### config.mk
export PLATFORM = sky130hd
export DESIGN_NAME = btn_conditioner
export DESIGN_NICKNAME = d
export VERILOG_FILES = /design/src/rtl/watch_pkg.sv /design/src/rtl/btn_debounce.sv /design/src/rtl/btn_conditioner.sv
export SDC_FILE = /design/constraint.sdc
export NUM_CORES = 1
export LEC_CHECK = 0
export CORE_ASPECT_RATIO = 1.1
export CORE_MARGIN = 3
export CORE_UTILIZATION = 44
export CTS_CLUSTER_SIZE = 16
export DETAILED_ROUTE_END_ITERATION = 12
export HOLD_SLACK_MARGIN = 0.02
export PLACE_DENSITY_LB_ADDON = 0.08
export SYNTH_ARGS = -nofsm -noshare
export SYNTH_HDL_FRONTEND = slang
export SYNTH_SLANG_ARGS = --single-unit
### constraint.sdc
create_clock -name clk -period 2.2 [get_ports clk]
set_input_delay 0.33 -clock clk [delete_from_list [all_inputs] [get_ports clk]]
set_output_delay 0.33 -clock clk [all_outputs]
set_load 0.005 [all_outputs]
### src/rtl/watch_pkg.sv
// Shared button indices and repeat-state encoding for the watch control path.
package watch_pkg;

    localparam int BTN_MODE  = 0;
    localparam int BTN_SET   = 1;
    localparam int BTN_INC   = 2;
    localparam int BTN_DEC   = 3;
    localparam int BTN_LIGHT = 4;
    localparam int NUM_BTN   = 5;

    typedef enum logic [1:0] {
        IDLE   = 2'd0,
        DELAY  = 2'd1,
        REPEAT = 2'd2
    } rpt_state_t;

    function automatic int max_int(input int a, input int b);
        return (a > b) ? a : b;
    endfunction

endpackage

### src/rtl/btn_debounce.sv
// One pushbutton: 2-flop synchronizer, run-length debounce, registered rising-edge pulse.
// Latency: level/pulse DEBOUNCE_CYCLES+2 edges after the pad changes; no backpressure.
module btn_debounce #(
    parameter int DEBOUNCE_CYCLES = 2
) (
    input  logic clk,
    input  logic reset,
    input  logic btn_raw,
    output logic level,
    output logic press_p,
    output logic fall_d
);

    localparam logic [7:0] CNT_LAST = 8'(DEBOUNCE_CYCLES - 1);

    logic       sync1_q, sync1_d;
    logic       sync2_q, sync2_d;
    logic       d_q, d_d;
    logic [7:0] cnt_q, cnt_d;
    logic       press_q, press_d;

    always_comb begin
        sync1_d = btn_raw;
        sync2_d = sync1_q;
        d_d     = d_q;
        cnt_d   = 8'd0;
        press_d = 1'b0;
        fall_d  = 1'b0;
        if (sync2_q != d_q) begin
            // The sample that would bring the run to DEBOUNCE_CYCLES commits the new level.
            if (cnt_q >= CNT_LAST) begin
                d_d     = sync2_q;
                press_d = sync2_q;
                fall_d  = ~sync2_q;
            end else begin
                cnt_d = (cnt_q == 8'hFF) ? cnt_q : cnt_q + 8'd1;
            end
        end
    end

    always_ff @(posedge clk) begin
        if (reset) begin
            sync1_q <= 1'b0;
            sync2_q <= 1'b0;
            d_q     <= 1'b0;
            cnt_q   <= 8'd0;
            press_q <= 1'b0;
        end else begin
            sync1_q <= sync1_d;
            sync2_q <= sync2_d;
            d_q     <= d_d;
            cnt_q   <= cnt_d;
            press_q <= press_d;
        end
    end

    assign level   = d_q;
    assign press_p = press_q;

endmodule

### src/rtl/btn_conditioner.sv
// Conditions the five watch pushbuttons into debounced levels and one-cycle press pulses;
// BTN_AUTOREPEAT_EN adds inc/dec auto-repeat. Pulse latency DEBOUNCE_CYCLES+2 edges; no backpressure.
module btn_conditioner
    import watch_pkg::*;
#(
    parameter int DEBOUNCE_CYCLES = 2,
    parameter int REPEAT_DELAY    = 512,
    parameter int REPEAT_PERIOD   = 128
) (
    input  logic       clk,
    input  logic       reset,
    input  logic       btn_mode,
    input  logic       btn_set,
    input  logic       btn_inc,
    input  logic       btn_dec,
    input  logic       btn_light,
    output logic       mode_p,
    output logic       set_p,
    output logic       inc_p,
    output logic       dec_p,
    output logic       light_p,
    output logic [4:0] btn_level
);

    logic [NUM_BTN-1:0] raw;
    logic [NUM_BTN-1:0] level;
    logic [NUM_BTN-1:0] press;
    logic [NUM_BTN-1:0] fall;
    logic [1:0]         rpt;

    assign raw = {btn_light, btn_dec, btn_inc, btn_set, btn_mode};

    for (genvar g = 0; g < NUM_BTN; g++) begin : g_btn
        btn_debounce #(
            .DEBOUNCE_CYCLES(DEBOUNCE_CYCLES)
        ) u_deb (
            .clk    (clk),
            .reset  (reset),
            .btn_raw(raw[g]),
            .level  (level[g]),
            .press_p(press[g]),
            .fall_d (fall[g])
        );
    end

`ifdef BTN_AUTOREPEAT_EN
    localparam int RCNT_W = $clog2(max_int(REPEAT_DELAY, REPEAT_PERIOD) + 1);
    localparam logic [RCNT_W-1:0] RC_ONE    = RCNT_W'(1);
    localparam logic [RCNT_W-1:0] RC_DELAY  = RCNT_W'(REPEAT_DELAY - 1);
    localparam logic [RCNT_W-1:0] RC_PERIOD = RCNT_W'(REPEAT_PERIOD);

    logic conflict;
    assign conflict = level[BTN_INC] & level[BTN_DEC];

    for (genvar r = 0; r < 2; r++) begin : g_rpt
        localparam int B = BTN_INC + r;

        rpt_state_t        state_q;
        logic [RCNT_W-1:0] rcnt_q;
        logic              rpt_q;

        // The press pulse is seen one edge late, so DELAY is loaded one short.
        always_ff @(posedge clk) begin
            if (reset) begin
                state_q <= IDLE;
                rcnt_q  <= '0;
                rpt_q   <= 1'b0;
            end else begin
                rpt_q <= 1'b0;
                if (conflict || fall[B]) begin
                    state_q <= IDLE;
                    rcnt_q  <= '0;
                end else begin
                    case (state_q)
                        IDLE: begin
                            if (press[B]) begin
                                state_q <= DELAY;
                                rcnt_q  <= RC_DELAY;
                            end
                        end
                        DELAY, REPEAT: begin
                            if (rcnt_q <= RC_ONE) begin
                                state_q <= REPEAT;
                                rpt_q   <= 1'b1;
                                rcnt_q  <= RC_PERIOD;
                            end else begin
                                rcnt_q <= rcnt_q - RC_ONE;
                            end
                        end
                        default: begin
                            state_q <= IDLE;
                            rcnt_q  <= '0;
                        end
                    endcase
                end
            end
        end

        assign rpt[r] = rpt_q;
    end
`else
    logic unused_rpt;
    assign unused_rpt = ^{fall, 32'(REPEAT_DELAY), 32'(REPEAT_PERIOD)};
    assign rpt        = 2'b00;
`endif

    assign mode_p    = press[BTN_MODE];
    assign set_p     = press[BTN_SET];
    assign inc_p     = press[BTN_INC] | rpt[0];
    assign dec_p     = press[BTN_DEC] | rpt[1];
    assign light_p   = press[BTN_LIGHT];
    assign btn_level = level;

endmodule

==> results of run 1 <==
worst max-delay path by stage:
stage                                         startpoint  cells after the start                              endpoint
finish                 g_btn[3].u_deb.level$_SDFFE_PP0P_                      1                          btn_level[3]
global placement                                   reset                      3  g_btn[4].u_deb.cnt_q[1]$_SDFFE_PP0P_
floorplan           g_btn[1].u_deb.cnt_q[1]$_SDFFE_PP0P_                      5     g_btn[1].u_deb.press_p$_SDFF_PP0_
detailed placement                                 reset                      3  g_btn[4].u_deb.cnt_q[1]$_SDFFE_PP0P_
CTS                    g_btn[1].u_deb.level$_SDFFE_PP0P_                      1                          btn_level[1]
global route           g_btn[0].u_deb.level$_SDFFE_PP0P_                      1                          btn_level[0]
report_power, final:
part	internal (mW)	switching (mW)	leakage [nW]
Sequential	1.13	0.0226	0.496
Clock	0.460	0.377	0.0893
Combinational	0.0414	0.0276	0.467
final cells by class:
cell class | instances | area [sq um]
fillers | 392 | 1900
multi-input cells | 125 | 908
repair buffers | 18 | 175
clock buffers | 13 | 159
clock inverters | 2 | 10.0
flip-flops and latches | 60 | 1200
inverters | 15 | 56.3
well taps | 54 | 67.6
kinds of logic after synthesis:
logic type | after synthesis | share of synthesized area
DFF | 60 | 0.566
muxes | 4 | 0.0189
adders and majority gates | 15 | 0.0885
AOI/OAI and AO/OA | 13 | 0.0460
buffers and inverters | 22 | 0.0478
and+or+nand+nor | 63 | 0.210
other | 1 | 0.00177
xor gates and xnor gates | 5 | 0.0206
routing by layer:
| metal | global-route usage | part of all wire | vias to the layer above |
|---|---|---|---|
| met3 | 0.0443 | 0.041 | 9 |
| met2 | 0.185 | 0.45 | 23 |
| met4 | 0.102 | 0.030 | 0 |
| met1 | 0.151 | 0.48 | 571 |
| li1 | - | - | 691 |
| met5 | 0 | 0 | - |
sequential cells by signal (all words and copies together) (netlist names):
name / cells
g_btn.u_deb.level: 5
g_btn.u_deb.cnt_q: 40
g_btn.u_deb.sync2_q: 5
g_btn.u_deb.sync1_q: 5
g_btn.u_deb.press_p: 5
placed cells by master (no fill, tap or decap), drive strengths merged, types with 2 or more instances in the layout:
cell type / count
nand2b: 13
dfxtp: 60
and4: 5
nor2b: 10
nor4b: 5
clkbuf: 13
nor3: 5
nand4: 5
nor4bb: 3
buf: 2
ha: 15
clkinv: 2
clkdlybuf4s50: 16
nor4: 5
inv: 15
nor2: 6
xor2: 5
nand2: 5
a211oi: 11
conb: 25
mux2i: 4
worst register-to-register path, delay by kind of cell (launching register included):
family,cells,cell delay [ns]
flops,1,0.38
simple gates,3,0.62
fa+ha+maj,1,0.19
buf+inv,1,0.06
synthesized netlist by cell type:
cell type / number
a211oi_1: 11
a21bo_2: 1
a21oi_1: 1
and4_1: 5
buf_4: 5
clkbuf_1: 2
conb_1: 1
dfxtp_1: 60
ha_1: 15
inv_1: 15
mux2i_1: 4
nand2_1: 4
nand2_2: 1
nand2b_1: 13
nand3_1: 1
nand4_1: 5
nor2_1: 6
nor2b_1: 10
nor3_1: 4
nor3_2: 1
nor4_1: 3
nor4_2: 1
nor4_4: 1
nor4b_1: 3
nor4b_2: 1
nor4b_4: 1
nor4bb_1: 3
xor2_1: 5
metrics by stage:
| stage | area [sq um] | worst slack [ns] |
|---|---|---|
| after floorplan | 2210 | 1.02 |
| after global placement | 2410 | 0.500 |
| after detailed placement | 2410 | 0.419 |
| after CTS | 2580 | 0.592 |
| after global routing | 2580 | 0.564 |
| final | 2580 | 0.608 |
==> flow_summary.json, run 1 <==
{
  "run_status": "complete, no violations",
  "worst-setup-path-type": "flop to output pin",
  "post-place-cells": 272,
  "detail_route.wl_per_cell_um": 10.4,
  "syn_area_sq_um": 2120,
  "buffer_ports.inserted": 16,
  "cts_post_setup_buffers_inserted": 0,
  "placement_rows": 25,
  "dp_hpwl_um": 2180,
  "rsz0062_at_grt": "no",
  "finClkSkew_ns": 0.00379,
  "worstReg2RegEnd": "g_btn[1].u_deb.press_p$_SDFF_PP0_",
  "power-per-cell-area_nw_per_um2": 797,
  "holdWs_ns": 0.434,
  "floorplan.die_area_sq_um": 5690,
  "io_pins": 17,
  "synth_top_area_frac": 0.566,
  "maximum_number_of_pins_on_one_net_before_global_route_repair": 23,
  "critical_path_required_ns": 1.87,
  "path_clk_slew_ns": 0.06,
  "timing.final.setup_violations": 0,
  "detailedRoute.firstIterationViolations": 31,
  "hold_path_startpoint": "g_btn[0].u_deb.sync1_q$_SDFF_PP0_",
  "crit_path_top_delay_cell": "clkdlybuf4s50_1",
  "leak_pwr_nw": 1.05,
  "r2r-start": "g_btn[1].u_deb.cnt_q[0]$_SDFFE_PP0P_",
  "reg2reg_depth": 5,
  "cp_data_arrival_time_ns": 1.26,
  "postCtsHoldBufs": 0,
  "reg2reg_slack_ns": 0.85,
  "worst_skew_pair.late_latency_ns": 0.32,
  "numCtsBuffers": 9,
  "design.core.area_sq_um": 4470,
  "area_growth_pct": 21.5,
  "max_stage_delay_ns": 0.53,
  "grt_first_pass_wirelength_um": 5400,
  "critPathCaptureType": "output pin",
  "hold_violations": 0,
  "worst_hold_path.num_cells": 1,
  "synth.area.top_cells": "dfxtp_1 (57%), ha_1 (8.8%), a211oi_1 (3.9%)",
  "tritoncts_num_sinks": 60,
  "drive_above_1_share": 0.0944,
  "max_cap_viol_count": 0,
  "first_global_vias": 1257,
  "synthCells": 183,
  "drt-total-wl_um": 2980,
  "route.detailed.vias_per_inst": 4.51,
  "synth_largest_area_cell": "dfxtp_1",
  "drt_pre_antenna_iters": 4,
  "clockBufferDepth": 2,
  "vdd.ir_drop.worst_mv": 0.396,
  "crit_family": "buffers and inverters",
  "post-route-util": 0.576,
  "max-slew-margin-rel": 0.591,
  "gr-usage-all-layers": 0.128,
  "critPathMaxFanout": 4,
  "nNetsFinal": 251,
  "worst_slew_pin_slew_ns": 0.612,
  "ctsHtreeMaxLevel": 3,
  "maxClockFrequency_mhz": 628,
  "grt_antenna_before_repair": 0,
  "start_kind": "flop",
  "layout_min_cycle_time_ns": 1.59,
  "total_power_mw": 2.05,
  "final-max-slew-violation-count": 0,
  "whs_endpoint": "g_btn[0].u_deb.sync2_q$_SDFF_PP0_",
  "final_total_negative_setup_slack_ns": 0,
  "grt_overflow": 0,
  "ordered_list_of_cells_on_the_worst_path": "clkdlybuf4s50_1",
  "synthesis.yosys.warnings": 0,
  "final_cells": 287,
  "effective_utilization_at_floorplan": 0.474,
  "root_buffer_cell": "clkbuf_8",
  "postCtsResizedCells": 0,
  "netlist-cell-type-count": 28,
  "portion_of_the_post_synthesis_area_used_by_sequential_elements": 0.566,
  "vias": 1294,
  "postSynthAreaPerCell_sq_um": 11.6,
  "tritoncts": "built",
  "layout_worst_path_cycle_share": 0.724,
  "chipWidth_um": 72.2,
  "hold_class": "flop to flop",
  "detail_route.drc_violations": 0,
  "yosys_register_bits": 60,
  "drtAntennaViolNets": 0,
  "critical_path_buf_inv_count": 1,
  "finalWeightedCongestion": 0.836,
  "floorplan.die.height_um": 78.8,
  "insertedDiodeCount": 0
}
Note: power is estimated with default switching activity, not from simulation.
==> inputs of run 2 (changes only) <==
Clock period 2.2 ns to 1.4 ns, I/O delays scaled along.
==> flow_summary.json, run 2 (synthesis gave the netlist of run 1 again) <==
{
  "crit_family": "buffers and inverters",
  "layout.cells.most_common_list": "dfxtp_1 (52), conb_1 (25), inv_1 (14), ha_1 (14)",
  "worst-setup-path-type": "flop to output pin",
  "dp_hpwl_um": 2250,
  "numCtsBuffers": 9,
  "gr-usage-all-layers": 0.132,
  "detail_route.wl_per_cell_um": 11.2,
  "finClkSkew_ns": 0.00624,
  "r2r-start": "g_btn[2].u_deb.cnt_q[1]$_SDFFE_PP0P_",
  "post-route-util": 0.609,
  "chipWidth_um": 72.2,
  "critPathMaxFanout": 2,
  "layout_min_cycle_time_ns": 1.36,
  "registers.top_by_ff_count": "g_btn.u_deb.cnt_q",
  "tritoncts_num_sinks": 60,
  "postCtsHoldBufs": 0,
  "detailedRoute.firstIterationViolations": 18,
  "leak_pwr_nw": 1.15,
  "mostFrequentLayoutCell": "dfxtp_1",
  "root_buffer_cell": "clkbuf_8",
  "ordered_list_of_cells_on_the_worst_path": "clkdlybuf4s50_1",
  "drtAntennaViolNets": 0,
  "maximum_number_of_pins_on_one_net_before_global_route_repair": 28,
  "path_clk_slew_ns": 0.06,
  "area_growth_pct": 28.4,
  "drive_above_1_share": 0.204,
  "layout_worst_path_cycle_share": 0.968,
  "hold_path_startpoint": "btn_set",
  "floorplan.die.height_um": 78.8,
  "cp-startpoint": "g_btn[1].u_deb.level$_SDFFE_PP0P_",
  "vdd.ir_drop.worst_mv": 0.694,
  "hold_violations": 0,
  "effective_utilization_at_floorplan": 0.474,
  "design.core.area_sq_um": 4470,
  "first_global_vias": 1321,
  "ctsHtreeMaxLevel": 3,
  "critPathCaptureType": "output pin",
  "crit_path_top_delay_cell": "clkdlybuf4s50_1",
  "max_cap_viol_count": 0,
  "buffer_ports.inserted": 16,
  "critical_path_required_ns": 1.19,
  "drt_pre_antenna_iters": 4,
  "grt_first_pass_wirelength_um": 5620,
  "hold_class": "input pin to flop",
  "grt_overflow": 0,
  "detail_route.drc_violations": 0,
  "clockBufferDepth": 2,
  "io_pins": 17,
  "start_kind": "flop",
  "vias": 1318,
  "insertedDiodeCount": 0,
  "grt_antenna_before_repair": 0,
  "max_stage_delay_ns": 0.49,
  "nNetsFinal": 253,
  "finalWeightedCongestion": 0.796,
  "cp_data_arrival_time_ns": 1.15,
  "critical_path_buf_inv_count": 1,
  "drt-total-wl_um": 3240,
  "floorplan.die_area_sq_um": 5690,
  "final_total_negative_setup_slack_ns": 0,
  "post-route-worst-setup-slack_ns": 0.0445,
  "placement_rows": 25,
  "tritoncts": "built",
  "maxClockFrequency_mhz": 738,
  "power-per-cell-area_nw_per_um2": 1230,
  "run_status": "complete, no violations",
  "place_ws_ns": 0.0211,
  "timing.final.setup_violations": 0,
  "final-max-slew-violation-count": 0,
  "route.detailed.vias_per_inst": 4.56,
  "worst_skew_pair.late_latency_ns": 0.32,
  "number_of_flip_flops_in_the_largest_register": 40,
  "rsz0062_at_grt": "yes"
}
[run 2: layout make-up]
type | instances | area [sq um]
inverter | 15 | 56.3
clock buffer | 14 | 183
fill | 378 | 1750
timing repair buffer | 20 | 204
tap | 54 | 67.6
sequential | 60 | 1210
multi-input combinational | 125 | 995
clock inverter | 1 | 5.00
[run 2: per-stage QoR]
step / instance area (sq um) / std cells / power (mW) / hold WS, ns
after floorplan: 2210 / 207 / 1.90 / 0.338
after global placement: 2410 / 271 / 1.95 / 0.418
after detailed placement: 2410 / 271 / 1.95 / 0.429
after CTS: 2620 / 288 / 3.37 / 0.417
after global routing: 2720 / 289 / 3.50 / 0.434
final: 2720 / 289 / 3.34 / 0.433
[run 2: layer usage]
metal,track usage,part of all wire,vias to the layer above,wire [um]
met5,0,0,-,0
met4,0.102,0.035,0,112
met3,0.0481,0.045,10,146
met2,0.207,0.48,23,1570
met1,0.144,0.44,594,1410
li1,-,-,691,-
[run 2: power by group]
part / total [mW] / switching [mW] / leakage [nW] / internal [mW]
sequential: 1.81 / 0.0380 / 0.500 / 1.77
combinational: 0.125 / 0.0510 / 0.555 / 0.0739
clock: 1.41 / 0.585 / 0.0986 / 0.823
total: 3.34 / 0.674 / 1.15 / 2.67
[run 2: worst paths after layout]
kind	end	depth (start not counted)	slack, ns
worst max-delay path	btn_level[1]	1	0.04
worst max register to register	g_btn[2].u_deb.press_p$_SDFF_PP0_	5	0.06
worst min-delay path	g_btn[1].u_deb.sync1_q$_SDFF_PP0_	2	0.43
worst min register to register	g_btn[0].u_deb.sync2_q$_SDFF_PP0_	1	0.44
[run 2: timing repair]
action,CTS,global route
pin swaps,0,6
buffers inserted,2,1
gates resized for setup,9,22
setup endpoints to repair,5,20
